<file path="config.mk">
export PLATFORM = sky130hd
export DESIGN_NAME = plic_irq_sink
export DESIGN_NICKNAME = d
export VERILOG_FILES = /design/src/rtl/plic_irq_sink.sv
export SDC_FILE = /design/constraint.sdc
export NUM_CORES = 1
export LEC_CHECK = 0
export ABC_AREA = 1
export BUFFER_PORTS_ARGS = -buffer_cell sky130_fd_sc_hd__buf_2
export CORE_UTILIZATION = 25
export DETAILED_ROUTE_END_ITERATION = 6
export PLACE_DENSITY = 0.82
export SLEW_MARGIN = 20
export SYNTH_ARGS = -nofsm -noshare
export SYNTH_HDL_FRONTEND = slang
export SYNTH_SLANG_ARGS = --single-unit
</file>
<file path="constraint.sdc">
create_clock -name clk_i -period 0.8 [get_ports clk_i]
set_clock_uncertainty 0.05 [all_clocks]
set_input_delay 0.12 -clock clk_i [delete_from_list [all_inputs] [get_ports clk_i]]
set_output_delay 0.12 -clock clk_i [all_outputs]
set_load 0.01 [all_outputs]
</file>
<file path="src/rtl/plic_irq_sink.sv">
// plic_irq_sink: AXI4-Lite client holding per-target interrupt levels.
// Optional edge counter at base+4 enabled by PLIC_IRQ_SINK_EDGE_COUNT_EN.
module plic_irq_sink #(
    parameter int unsigned axil_data_width_p = 32,
    parameter int unsigned axil_addr_width_p = 32,
    parameter int unsigned num_targets_p     = 2,
    parameter logic [axil_addr_width_p-1:0] base_addr_p = 'h30_a000
) (
    input  logic                           clk_i,
    input  logic                           reset_i,
    input  logic [axil_addr_width_p-1:0]   s_axil_awaddr_i,
    input  logic [2:0]                     s_axil_awprot_i,
    input  logic                           s_axil_awvalid_i,
    output logic                           s_axil_awready_o,
    input  logic [axil_data_width_p-1:0]   s_axil_wdata_i,
    input  logic [axil_data_width_p/8-1:0] s_axil_wstrb_i,
    input  logic                           s_axil_wvalid_i,
    output logic                           s_axil_wready_o,
    output logic [1:0]                     s_axil_bresp_o,
    output logic                           s_axil_bvalid_o,
    input  logic                           s_axil_bready_i,
    input  logic [axil_addr_width_p-1:0]   s_axil_araddr_i,
    input  logic [2:0]                     s_axil_arprot_i,
    input  logic                           s_axil_arvalid_i,
    output logic                           s_axil_arready_o,
    output logic [axil_data_width_p-1:0]   s_axil_rdata_o,
    output logic [1:0]                     s_axil_rresp_o,
    output logic                           s_axil_rvalid_o,
    input  logic                           s_axil_rready_i,
    output logic [num_targets_p-1:0]       irq_o
);

    localparam logic [1:0] RespOkay   = 2'b00;
    localparam logic [1:0] RespSlverr = 2'b10;

    typedef enum logic {W_IDLE, W_RESP} w_state_e;
    typedef enum logic {R_IDLE, R_RESP} r_state_e;

    w_state_e                         w_state_q;
    r_state_e                         r_state_q;
    logic [num_targets_p-1:0]         irq_q, irq_d;
    logic [1:0]                       bresp_q, wr_resp_d;
    logic                             bvalid_q;
    logic [axil_data_width_p-1:0]     rdata_q, rd_data_d;
    logic [1:0]                       rresp_q, rd_resp_d;
    logic                             rvalid_q;
    logic                             wr_accept;
    logic                             rd_accept;
    logic                             wr_hit_irq;
    logic [num_targets_p-1:0]         wr_bits;

`ifdef PLIC_IRQ_SINK_EDGE_COUNT_EN
    localparam logic [axil_addr_width_p-1:0] CntAddr =
        base_addr_p + axil_addr_width_p'(4);
    logic [31:0] cnt_q, cnt_d;
    logic        wr_hit_cnt;
    assign wr_hit_cnt = (s_axil_awaddr_i == CntAddr);
`endif

    logic unused_inputs;
    assign unused_inputs = ^{s_axil_awprot_i, s_axil_arprot_i,
                             s_axil_wdata_i[axil_data_width_p-1:num_targets_p],
                             s_axil_wstrb_i[axil_data_width_p/8-1:1]};

    assign wr_accept  = (w_state_q == W_IDLE) & s_axil_awvalid_i & s_axil_wvalid_i;
    assign rd_accept  = (r_state_q == R_IDLE) & s_axil_arvalid_i;
    assign wr_hit_irq = (s_axil_awaddr_i == base_addr_p);
    assign wr_bits    = s_axil_wdata_i[num_targets_p-1:0];

    assign s_axil_awready_o = wr_accept;
    assign s_axil_wready_o  = wr_accept;
    assign s_axil_arready_o = rd_accept;
    assign s_axil_bresp_o   = bresp_q;
    assign s_axil_bvalid_o  = bvalid_q;
    assign s_axil_rdata_o   = rdata_q;
    assign s_axil_rresp_o   = rresp_q;
    assign s_axil_rvalid_o  = rvalid_q;
    assign irq_o            = irq_q;

    // Write decode: next irq level, counter and response for an accepted write
    always_comb begin
        irq_d     = irq_q;
        wr_resp_d = RespSlverr;
`ifdef PLIC_IRQ_SINK_EDGE_COUNT_EN
        cnt_d     = cnt_q;
`endif
        if (wr_hit_irq) begin
            wr_resp_d = RespOkay;
            if (wr_accept && s_axil_wstrb_i[0]) begin
                irq_d = wr_bits;
`ifdef PLIC_IRQ_SINK_EDGE_COUNT_EN
                if (|(wr_bits & ~irq_q)) cnt_d = cnt_q + 32'd1;
`endif
            end
        end
`ifdef PLIC_IRQ_SINK_EDGE_COUNT_EN
        else if (wr_hit_cnt) begin
            wr_resp_d = RespOkay;
            if (wr_accept && s_axil_wstrb_i[0]) cnt_d = '0;
        end
`endif
    end

    // Read decode: data and response captured when a read is accepted
    always_comb begin
        rd_data_d = '0;
        rd_resp_d = RespSlverr;
        if (s_axil_araddr_i == base_addr_p) begin
            rd_data_d[num_targets_p-1:0] = irq_q;
            rd_resp_d = RespOkay;
        end
`ifdef PLIC_IRQ_SINK_EDGE_COUNT_EN
        else if (s_axil_araddr_i == CntAddr) begin
            rd_data_d[31:0] = cnt_q;
            rd_resp_d = RespOkay;
        end
`endif
    end

    // Write FSM with the interrupt register and B channel outputs
    always_ff @(posedge clk_i) begin
        if (reset_i) begin
            w_state_q <= W_IDLE;
            bvalid_q  <= 1'b0;
            bresp_q   <= RespOkay;
            irq_q     <= '0;
`ifdef PLIC_IRQ_SINK_EDGE_COUNT_EN
            cnt_q     <= '0;
`endif
        end else begin
            irq_q <= irq_d;
`ifdef PLIC_IRQ_SINK_EDGE_COUNT_EN
            cnt_q <= cnt_d;
`endif
            unique case (w_state_q)
                W_IDLE: begin
                    if (wr_accept) begin
                        bresp_q   <= wr_resp_d;
                        bvalid_q  <= 1'b1;
                        w_state_q <= W_RESP;
                    end
                end
                W_RESP: begin
                    if (s_axil_bready_i) begin
                        bvalid_q  <= 1'b0;
                        w_state_q <= W_IDLE;
                    end
                end
            endcase
        end
    end

    // Read FSM with R channel outputs held stable until the handshake
    always_ff @(posedge clk_i) begin
        if (reset_i) begin
            r_state_q <= R_IDLE;
            rvalid_q  <= 1'b0;
            rdata_q   <= '0;
            rresp_q   <= RespOkay;
        end else begin
            unique case (r_state_q)
                R_IDLE: begin
                    if (rd_accept) begin
                        rdata_q   <= rd_data_d;
                        rresp_q   <= rd_resp_d;
                        rvalid_q  <= 1'b1;
                        r_state_q <= R_RESP;
                    end
                end
                R_RESP: begin
                    if (s_axil_rready_i) begin
                        rvalid_q  <= 1'b0;
                        r_state_q <= R_IDLE;
                    end
                end
            endcase
        end
    end

endmodule

</file>
==> results of run 1 <==
worst paths after layout:
path	to	depth (start not counted)
min	s_axil_rdata_o[1]	2
max reg2reg	s_axil_rdata_o[0]	6
min reg2reg	s_axil_rdata_o[1]	2
max	s_axil_arready_o	3
flip-flops by register name, summed over array words and instances (netlist names):
| register | flops |
|---|---|
| irq_o | 2 |
| r_state_q | 1 |
| s_axil_bvalid_o | 1 |
| w_state_q | 1 |
| s_axil_bresp_o | 1 |
| s_axil_rvalid_o | 1 |
| s_axil_rdata_o | 2 |
| s_axil_rresp_o | 1 |
kinds of logic after synthesis:
family                 Yosys count  synth area share, %
AO/OA/AOI/OAI                    9                 4.60
buffers and inverters           47                 29.8
flip-flops                      10                 19.9
other                            1                0.372
AND/OR/NAND/NOR                110                 45.3
critical path: cells and delay by family (launching register included):
| kind | cells | cell delay, ps |
|---|---|---|
| simple gates | 1 | 110 |
| flops | 1 | 320 |
| buf+inv | 2 | 200 |
power groups by stage:
stage          clock network [mW]  logic [mW]  registers [mW]
2_1_floorplan                   0       0.322           0.560
3_3_place_gp                    0       0.459           0.551
3_5_place_dp                    0       0.467           0.551
4_1_cts                     0.520       0.520           0.549
5_1_grt                     0.559       0.622           0.552
6_report                    0.505       0.560           0.550
through the flow:
stage / setup TNS, ps / cell area [um^2] / total power, mW / hold WS (ps)
after floorplan: -356 / 1130 / 0.882 / 139
after global placement: -1500 / 1400 / 1.01 / 260
after detailed placement: -1640 / 1400 / 1.02 / 258
after CTS: -2080 / 1530 / 1.59 / 13.9
after global routing: -2810 / 1600 / 1.73 / 25.0
final: -2010 / 1600 / 1.61 / 23.4
Yosys cell counts:
library cell	count
sky130_fd_sc_hd__inv_1	14
sky130_fd_sc_hd__nand4_1	3
sky130_fd_sc_hd__o21ai_0	2
sky130_fd_sc_hd__nand3_1	6
sky130_fd_sc_hd__nor3b_4	1
sky130_fd_sc_hd__nand2_1	30
sky130_fd_sc_hd__a31oi_1	1
sky130_fd_sc_hd__dfxtp_1	10
sky130_fd_sc_hd__nor2_4	1
sky130_fd_sc_hd__nor2_1	66
sky130_fd_sc_hd__a21oi_1	6
sky130_fd_sc_hd__nor2_2	2
sky130_fd_sc_hd__buf_4	33
sky130_fd_sc_hd__conb_1	1
sky130_fd_sc_hd__nor3_1	1
layout make-up:
type	instances	area [um^2]
fillers	382	2170
clock buffers	3	41.3
well taps	48	60.1
repair buffers	93	569
flip-flops and latches	10	214
multi-input cells	151	661
inverters	14	52.6
routing by layer:
layer  wire [um]  global-route usage, %
met3         188                   2.78
met5           0                      0
met2        1380                   24.6
met4          31                   4.89
met1        1010                   11.1
repair_timing:
| item | 4_1_cts | 5_1_grt |
|---|---|---|
| gates resized for setup | 21 | 14 |
| buffers inserted | 2 | 3 |
| hold buffers | 0 | 0 |
| pin swaps | 3 | 5 |
| endpoints found under the setup margin | 20 | 21 |
==> results.md, run 1 <==
- The signal on the critical path passes through nor2_4 -> buf_6 -> buf_6.
- Of the available clock period, the critical path in the final layout requires 128%.
- The final critical delay including setup and external delays is 1030 ps.
- The length of the first detailed-routing pass in iterations is 5.
- Setup repair after global routing could not meet its margin everywhere.
- The number of antenna violations at the first check in global routing was 0.
- The core occupancy in the finished layout is 42.4%.
- The longest clock path from root to sink contains 2 buffers.
- Once detailed placement completed, the half-perimeter wirelength came to 2180 um.
- The final-report setup violation count is 18.
- The synthesized design spends more area on one cell type than any other, namely sky130_fd_sc_hd__buf_4.
- The post-detailed-route via-to-cell ratio is 3.92.
- For flop-to-flop paths, the worst setup slack is -200 ps.
- Across the VDD grid, the largest voltage drop is 640 uV.
- Measured along the x axis, the die boundary spans 65.5 um.
- The timing startpoint of the critical path is r_state_q.
- The number of placed cells counting well taps is 311.
- In this run the most critical hold path is launched from reset_i.
- Measured along the y axis, the die boundary spans 65.5 um.
- After detailed routing, the average wire length per cell comes to 8.18 um.
- After synthesis, the largest area contributor takes up 24.6% of total cell area.
- The non-filler instance count after layout is 319.
- The total number of nets in the final design is 386.
- For this block, the initial DRC count from the detailed router was 14.
- The post-synthesis average cell area is 5.69 um^2.
- By area the synthesized netlist is led by sky130_fd_sc_hd__buf_4 (25%), sky130_fd_sc_hd__nor2_1 (25%), sky130_fd_sc_hd__dfxtp_1 (20%).
- For this design the top-level I/O count stands at 156.
- The leakage power is 0.852 nW.
- The via count of the first global-routing pass is 1,076.
- The repair_antennas step left the layout with diodes totalling 0.
- The final-report max-slew violation count is 0.
- The arrival time at the worst endpoint is 860 ps.
- The number of DRC violations after detailed routing is 0.
- The worst setup path is of the register to output port kind.
- Leaving out fill and tap cells, the most frequent cell in the layout is sky130_fd_sc_hd__buf_2.
- The sequential fraction of the synthesis area is 19.9%.
- In this run the worst path has a maximum fanout of 2.
- The distinct cell type count after synthesis is 15.
- The residual overflow from global routing is 0.
- In this run the power density over the cells is 1010 nW/um^2.
- The pin count of the biggest net entering global routing is 7.
- The run finished, with violations left.
- The final hold violation count is 0.
- The first global-routing pass estimated 3940 um of wire.
- The total length of routed wires is 2610 um.
- In this run the worst hold path is classified as input pin to register.
- The core region is 3770 um^2.
- The area added between synthesis and finish is 58.6%.
- The clock group share of total power is 31.3%.
- STA classifies the critical path endpoint as an output port.
- The final reports fail on negative setup slack.
- The most frequent cell on the critical path is sky130_fd_sc_hd__buf_6.
- The total number of vias is 1,249.
- Combinational logic burns 34.7% of the power.
- The number of storage elements in the synthesis netlist is 10.
- The fraction of final layout cells sized beyond drive strength 1 is 44.6%.
- The least setup slack across all paths after layout is -227 ps.
- Net switching is 29.2% of the power.
- The die covers 4290 um^2.
- The endpoint required time on the critical path is 630 ps.
- The number of core rows is 22.
- Clock latency on the worst-skew pair, taken at its later pin, is 230 ps.
- For this configuration, the core starts out at a cell density of 26.7%.
- The number of buffers added on ports is 84.
- The sequential power share is 34.1%.
- At the end of routability-driven placement, the weighted congestion stood at 0.682.
- Before CTS, the worst setup slack after placement is -307 ps.
- For this run, the total global-route usage over all layers was measured as 12.0%.
- Static timing analysis puts the maximum clock frequency at 974 MHz.
- Clock-pin slew was measured on the worst setup and hold paths at 40 ps.
- In this run the critical register-to-register path is launched from r_state_q.
- The internal power of the cells totals 1.14 mW.
- The library cells used most frequently in the layout, excluding fill and tap cells, are sky130_fd_sc_hd__buf_2 (74), sky130_fd_sc_hd__nor2_1 (63), sky130_fd_sc_hd__conb_1 (32), sky130_fd_sc_hd__nand2_1 (26), sky130_fd_sc_hd__buf_6 (15).
- The number of clock sinks is 10.
- The total number of yosys warnings is 0.
- The number of clock buffers added by TritonCTS is 3.
- After technology mapping, the gate count stands at 177.
- Summed over all nets, the switching power comes to 0.471 mW.
- Summing every instance area after synthesis gives 1010 um^2.
- The clock tree from TritonCTS is done.
- The number of nets with antenna violations after detailed routing is 0.
- The max capacitance violation total is 0.
- The CTS root buffer is sky130_fd_sc_hd__clkbuf_8.
- The cell at the slowest stage of the critical path is sky130_fd_sc_hd__dfxtp_2.
- The worst setup path is launched from a register.
- In this run the number of H-tree levels came out at 1.
- The delay of the slowest cell on the worst path is 320 ps.
Note: power is estimated with default switching activity, not from simulation.
==> run 2, diff against run 1 <==
--- a/config.mk
+++ b/config.mk
@@ -9,6 +9,7 @@
 export BUFFER_PORTS_ARGS = -buffer_cell sky130_fd_sc_hd__buf_2
 export CORE_UTILIZATION = 25
 export DETAILED_ROUTE_END_ITERATION = 6
+export MAX_ROUTING_LAYER = met4
 export PLACE_DENSITY = 0.82
 export SLEW_MARGIN = 20
 export SYNTH_ARGS = -nofsm -noshare
==> run 2 against run 1 <==
Effect of this change: largest cell class unchanged; highest routed layer unchanged; combinational power hardly changed; via count shrank 0.16%; total power about the same; final cell count did not move; final area did not move; sequential share of layout area unchanged; worst setup slack barely moved; sequential cell count is the same; die area did not move; clock power about the same; the flow still finishes with violations (negative setup slack); wire length up 0.11%.
==> results.md, run 2 (synthesis gave the netlist of run 1 again) <==
- The number of nets with antenna violations after detailed routing is 0 (unchanged).
- The length of routed met2 wiring is 1380 um (about the same).
- The setup path with the least slack is of type register to output port.
- The effective utilization at floorplan is 26.7% (unchanged).
- The setup total negative slack was -2020 ps (-13.2 ps).
- The final-report setup violation count was 18 (unchanged).
- The delay of the slowest cell on the worst path was 320 ps (about the same).
- The worst-path maximum fanout is 2 (unchanged).
- The internal power component is 1.14 mW (about the same).
- The most frequent standard cell in the layout excluding fill and tap cells is sky130_fd_sc_hd__buf_2.
- The startpoint identified for the worst hold timing path is reset_i.
- The arrival time at the worst endpoint was 860 ps (about the same).
- The number of buffers on the longest clock path is 2 (unchanged).
- The total number of vias was 1,247 (-0.16%).
- The number of DRC markers after the initial detailed-route iteration is 14 (unchanged).
- The full die area is 4290 um^2 (unchanged).
- The post-detailed-route via-to-cell ratio is 3.91 (-0.16%).
- The total track usage is 12.4% (+0.32 points).
- The most frequent cell on the critical path is sky130_fd_sc_hd__buf_6.
- The final hold violation count came to 0 (unchanged).
- The number of DRC violations after detailed routing is 0 (unchanged).
- The least setup slack across all paths after layout is -227 ps (+0.0390 ps).
- The cell at the slowest stage of the critical path is sky130_fd_sc_hd__dfxtp_2.
- The number of diodes was 0 (unchanged).
- The source-to-sink clock delay at the later pin of the worst-skew pair is 230 ps (about the same).
- Setup repair after global routing could not meet its margin everywhere.
- Clock tree synthesis selected as its root buffer the cell sky130_fd_sc_hd__clkbuf_8.
- The number of antenna violations at the first check in global routing is 0 (unchanged).
- The fraction of power consumed by combinational cells was 34.7% (about the same).
- Traced cell by cell, the critical path runs through nor2_4 -> buf_6 -> buf_6.
- The post-placement worst setup slack was -307 ps (unchanged).
- The final-report max-slew violation count is 0 (unchanged).
- The number of core rows came to 22 (unchanged).
- The via count of the first global-routing pass came to 1,076 (unchanged).
- The path class of the tightest hold or removal check is input pin to register.
- The number of buffers added on ports came to 84 (unchanged).
- The switching portion of total power was 29.2% (about the same).
- The timing startpoint of the critical path is r_state_q.
- The power per cell area is 1010 nW/um^2 (about the same).
- The number of clock sinks was 10 (unchanged).
- The H-tree depth is 1 (unchanged).
- The final reports fail on negative setup slack.
- The top cell types in the final layout, fill and taps aside, are sky130_fd_sc_hd__buf_2 (74), sky130_fd_sc_hd__nor2_1 (63), sky130_fd_sc_hd__conb_1 (32), sky130_fd_sc_hd__nand2_1 (26), sky130_fd_sc_hd__buf_6 (15).
- The weighted congestion reported at the end of routability-driven placement is 0.689 (+1.0%).
- In this run the top signal layer used is met4.
- The total length of routed met3 wires was 177 um (-5.9%).
- The wire length of the first global-routing pass is 3930 um (-0.15%).
- The filler cell count is 382 (unchanged).
- The met1 routed wirelength after detailed routing is 1030 um (+1.3%).
- The count of buffering cells on the critical path with inverters included was 2 (unchanged).
- The leakage power is 0.852 nW (unchanged).
- The final critical-path share of the clock period is 128% (about the same).
- The worst voltage drop across the vdd grid is 642 uV (+0.31%).
- The floorplan die height is 65.5 um (unchanged).
- The max capacitance violation total is 0 (unchanged).
- The sequential power share is 34.1% (about the same).
- The launch instance of the worst register-to-register path is r_state_q.
- The clock tree from TritonCTS is done.
- The clock transition time at the flip-flop clock pins of the worst setup and hold paths is 40 ps (about the same).
- The clock buffer count from CTS was 3 (unchanged).
- The I/O pin count is 156 (unchanged).
- The post-layout total power was 1.61 mW (about the same).
- The clock group share of total power is 31.3% (about the same).
- The pin count of the biggest net entering global routing was 7 (unchanged).
- The final critical delay including setup and external delays is 1030 ps (-0.0390 ps).
- The flow ran to the end, but the final reports show violations.
- The total length of routed wires was 2610 um (+0.11%).
- The width of the die came to 65.5 um (unchanged).
- The residual overflow from global routing is 0 (unchanged).
- The endpoint required time on the critical path is 630 ps (about the same).
- The detail-routed net length per standard cell came to 8.19 um (+0.11%).
- The kind of end point of the critical path is an output port.
- The startpoint type of the worst setup path is a register.
- The net switching power is 0.472 mW (+0.12%).
- The floorplan core area is 3770 um^2 (unchanged).
- The dominant delay contributor by cell family on the critical path is flip-flops.
- The area added between synthesis and finish is 58.6% (unchanged).
- The fraction of final layout cells sized beyond drive strength 1 is 44.6% (unchanged).
- The highest achievable clock rate is 974 MHz (about the same).
- The length of the first detailed-routing pass in iterations is 5 (unchanged).
- The HPWL after detailed placement came to 2180 um (unchanged).
- The total number of nets in the final design is 386 (unchanged).
==> run 2: cell counts in the layout (fill, tap and decap cells not counted) <==
No cell type changed its count.
==> run 2: per-stage QoR <==
step                      cells  cell area (um^2)  hold slack [ps]  util (%)
final                       319              1600             23.6      42.4
after global routing        319              1600             25.0      42.4
after CTS                   316              1530             13.9      40.7
after detailed placement    311              1400              258      37.0
after global placement      311              1400              260      37.0
after floorplan             208              1130              139         -
==> run 2: final timing paths <==
check,slack [ps],cells after the start,to
setup / recovery,-230,3,s_axil_arready_o
hold / removal,20,2,s_axil_rdata_o[1]
setup reg to reg,-200,6,s_axil_rdata_o[0]
hold reg to reg,410,2,s_axil_rdata_o[1]
==> run 2: worst reg2reg max path, stage by stage (launching register included) <==
cell	delay, ps
sky130_fd_sc_hd__dfxtp_2	320
sky130_fd_sc_hd__nor2_4	110
sky130_fd_sc_hd__buf_6	110
sky130_fd_sc_hd__inv_2	40
sky130_fd_sc_hd__nor2_1	80
sky130_fd_sc_hd__nand3_1	100
sky130_fd_sc_hd__a21oi_2	130
==> run 2: layout make-up <==
type / instances / area (um^2) / area share, %
multi-input combinational: 151 / 661 / 41.3
timing repair buffer: 93 / 569 / 35.6
sequential: 10 / 214 / 13.4
tap: 48 / 60.1 / 3.76
inverter: 14 / 52.6 / 3.29
clock buffer: 3 / 41.3 / 2.58
==> run 2: power by group through the flow <==
stage / combinational, mW / sequential [mW] / clock (mW)
2_1_floorplan: 0.322 / 0.560 / 0
3_3_place_gp: 0.459 / 0.551 / 0
3_5_place_dp: 0.467 / 0.551 / 0
4_1_cts: 0.520 / 0.549 / 0.520
5_1_grt: 0.622 / 0.552 / 0.559
6_report: 0.560 / 0.550 / 0.505
==> run 2: layer usage <==
layer  global-route usage [%]  vias up
met5                        -        -
met4                     4.89        0
met3                     2.26        4
met2                     24.6       61
met1                     11.4      515
li1                         -      667
==> run 2: repair_timing <==
action | CTS | global route
hold buffers | 0 | 0
gates resized for setup | 21 | 14
endpoints found under the hold margin | 0 | 0
setup endpoints to repair | 20 | 21
pin swaps | 3 | 5
buffers inserted | 2 | 3
==> run 3, diff against run 2 <==
--- a/config.mk
+++ b/config.mk
@@ -10,7 +10,7 @@
 export CORE_UTILIZATION = 25
 export DETAILED_ROUTE_END_ITERATION = 6
 export MAX_ROUTING_LAYER = met4
-export PLACE_DENSITY = 0.82
+export PLACE_DENSITY_LB_ADDON = 0.1
 export SLEW_MARGIN = 20
 export SYNTH_ARGS = -nofsm -noshare
 export SYNTH_HDL_FRONTEND = slang
==> run 3 against run 2 <==
Effect of this change: the run still ends with negative setup slack left; critical path type unchanged; die area unchanged; largest cell class unchanged; combinational power hardly changed; largest power group unchanged; register-to-register slack worse by 20 ps.
==> results.md, run 3 (synthesis gave the netlist of run 1 again) <==
- The flow ran to the end, but the final reports show violations.
- The HPWL after detailed placement is 2170 um (-0.45%).
- The dominant delay contributor by cell family on the critical path is flip-flops.
- The CTS root buffer is sky130_fd_sc_hd__clkbuf_8.
- The count of buffering cells on the critical path with inverters included is 2 (unchanged).
- The highest achievable clock rate is 973 MHz (about the same).
- The clock tree from TritonCTS is done.
- The post-placement worst setup slack is -275 ps (+32.8 ps).
- The leakage power is 0.882 nW (+3.5%).
- The startpoint type of the worst setup path is a register.
- The post-layout total power is 1.62 mW (+0.11%).
- The via count of the first global-routing pass was 1,040 (-3.3%).
- The endpoint required time on the critical path is 630 ps (about the same).
- The final critical-path share of the clock period is 128% (about the same).
- The fraction of met3 tracks used by global routing is 3.65% (+1.4 points).
- The floorplan core area is 3770 um^2 (unchanged).
- The total track usage is 12.3% (-0.12 points).
- The H-tree depth is 1 (unchanged).
- The source-to-sink clock delay at the later pin of the worst-skew pair is 230 ps (about the same).
- The wire length of the first global-routing pass is 4060 um (+3.2%).
- From synthesis to final layout, the design area changed by 62.6%.
- The final-report setup violation count came to 18 (unchanged).
- The cell area after placement is 1450 um^2 (+3.8%).
- The fraction of met1 tracks used by global routing is 15.2% (+3.7 points).
- The cell at the slowest stage of the critical path is sky130_fd_sc_hd__dfxtp_2.
- The core occupancy in the finished layout was 43.4% (+1.1 points).
- In this design, the critical path's most frequently occurring cell is sky130_fd_sc_hd__buf_6.
- The number of DRC markers after the initial detailed-route iteration is 45 (+31).
- The total number of nets in the final design was 392 (+1.6%).
- The I/O pin count is 156 (unchanged).
- The length of the first detailed-routing pass in iterations was 4 (-1).
- The final-report max-slew violation count is 0 (unchanged).
- The path type of the worst min-delay path is input pin to register.
- The checks that failed: negative setup slack.
- The number of clock sinks is 10 (unchanged).
- The clock buffer count from CTS was 3 (unchanged).
- The weighted congestion reported at the end of routability-driven placement is 0.717 (+4.1%).
- The number of antenna violations at the first check in global routing came to 0 (unchanged).
- Walking the worst path, the cells encountered are nor2_4 -> buf_6 -> buf_6.
- The register area is 214 um^2 (unchanged).
- The arrival time at the worst endpoint was 860 ps (about the same).
- The fraction of power consumed by combinational cells is 34.6% (about the same).
- The total length of routed wires was 2490 um (-4.7%).
- The post-detailed-route via-to-cell ratio is 3.75 (-4.1%).
- The worst setup path is captured at an output port.
- The effective utilization at floorplan was 26.7% (unchanged).
- The sequential power share is 34.1% (about the same).
- The delay of the slowest cell on the worst path is 330 ps (about the same).
- The filler cell count is 420 (+9.9%).
- The power per cell area is 987 nW/um^2 (-2.3%).
- The internal power component is 1.15 mW (+0.63%).
- The final critical delay including setup and external delays was 1030 ps (+0.505 ps).
- The least setup slack across all paths after layout came to -227 ps (-0.505 ps).
- Setup repair after global routing could not meet its margin everywhere.
- The worst-path maximum fanout is 2 (unchanged).
- The number of diodes is 0 (unchanged).
- The number of buffers on the longest clock path came to 2 (unchanged).
- The setup total negative slack came to -2060 ps (-39.5 ps).
- The pin count of the biggest net entering global routing is 6 (-1).
- The net switching power is 0.466 mW (-1.1%).
- The worst voltage drop across the vdd grid came to 826 uV (+29%).
- The fraction of final layout cells sized beyond drive strength 1 is 45.1% (+0.48 points).
- The number of nets with antenna violations after detailed routing came to 0 (unchanged).
- The number of buffers added on ports is 84 (unchanged).
- The switching portion of total power is 28.9% (-0.36 points).
- The clock group share of total power came to 31.2% (about the same).
- In the layout the commonest cells are sky130_fd_sc_hd__buf_2 (74), sky130_fd_sc_hd__nor2_1 (61), sky130_fd_sc_hd__conb_1 (32), sky130_fd_sc_hd__nand2_1 (28), sky130_fd_sc_hd__buf_6 (15).
- The clock transition time at the flip-flop clock pins of the worst setup and hold paths came to 50 ps (about the same).
- The floorplan die height is 65.5 um (unchanged).
- The final non-filler cell area came to 1640 um^2 (+2.5%).
- The setup path with the least slack is of type register to output port.
- The full die area is 4290 um^2 (unchanged).
- The number of DRC violations after detailed routing is 0 (unchanged).
- The area of the multi-input gates is 653 um^2 (-1.1%).
- The detail-routed net length per standard cell was 7.66 um (-6.5%).
- The layer flagged by global routing as most heavily used is met2.
- The final hold violation count is 0 (unchanged).
- The total number of vias is 1,219 (-2.2%).
- The residual overflow from global routing is 0 (unchanged).
- The number of core rows came to 22 (unchanged).
- The width of the die is 65.5 um (unchanged).
- The met2 routing resource usage after global routing came to 20.1% (-4.5 points).
- The max capacitance violation total is 0 (unchanged).
- The library cell used most frequently in the layout, excluding fill and tap cells, is sky130_fd_sc_hd__buf_2.
[run 3: cell count changes in the layout (fill, tap and decap cells not counted), moves of 2 or more]
cell                      before  now
sky130_fd_sc_hd__nor2_1       63   61
sky130_fd_sc_hd__nand2_1      26   28
sky130_fd_sc_hd__buf_4         4   10
sky130_fd_sc_hd__nor2_2        4    6
sky130_fd_sc_hd__nand2_2       4    2
[run 3: final cells by class]
class,count,area share [%]
clock buffer,3,2.52
inverter,14,3.36
tap,48,3.67
sequential,10,13.1
multi-input combinational,151,39.9
timing repair buffer,99,37.5
[run 3: layer usage]
layer	wire length [um]	up-vias
li1	-	678
met1	1060	475
met2	1170	66
met3	259	0
met4	0	0
met5	0	-
[run 3: worst paths after layout]
path,startpoint,slack (ps),cells past startpoint,end
max,r_state_q,-230,3,s_axil_arready_o
min,s_axil_arvalid_i,80,3,r_state_q
max reg2reg,r_state_q,-220,6,s_axil_rdata_o[0]
min reg2reg,s_axil_rdata_o[0],410,2,s_axil_rdata_o[0]
[run 3: worst register-to-register path, cell delays in order (launching register included)]
cell and delay (ps):
sky130_fd_sc_hd__dfxtp_2 330, sky130_fd_sc_hd__nor2_4 100, sky130_fd_sc_hd__buf_6 120, sky130_fd_sc_hd__inv_4 40, sky130_fd_sc_hd__nor2_2 80, sky130_fd_sc_hd__nand3_1 80, sky130_fd_sc_hd__a21oi_1 150
[run 3: what timing repair did]
item / 4_1_cts / 5_1_grt
setup buffers: 4 / 0
pin swaps: 3 / 4
setup endpoints to repair: 19 / 21
hold buffers: 0 / 0
resized for setup: 26 / 8
[run 3: per-stage QoR]
step | instances | hold slack (ps)
global placement | 318 | 323
detailed placement | 318 | 326
finish | 325 | 84.5
floorplan | 208 | 139
global route | 325 | 101
CTS | 325 | 83.9
[run 3: power groups by stage]
stage	Clock, mW	Combinational, mW	Sequential [mW]
floorplan	0	0.322	0.560
global placement	0	0.493	0.552
detailed placement	0	0.492	0.551
CTS	0.525	0.550	0.550
global route	0.561	0.632	0.554
finish	0.505	0.560	0.552
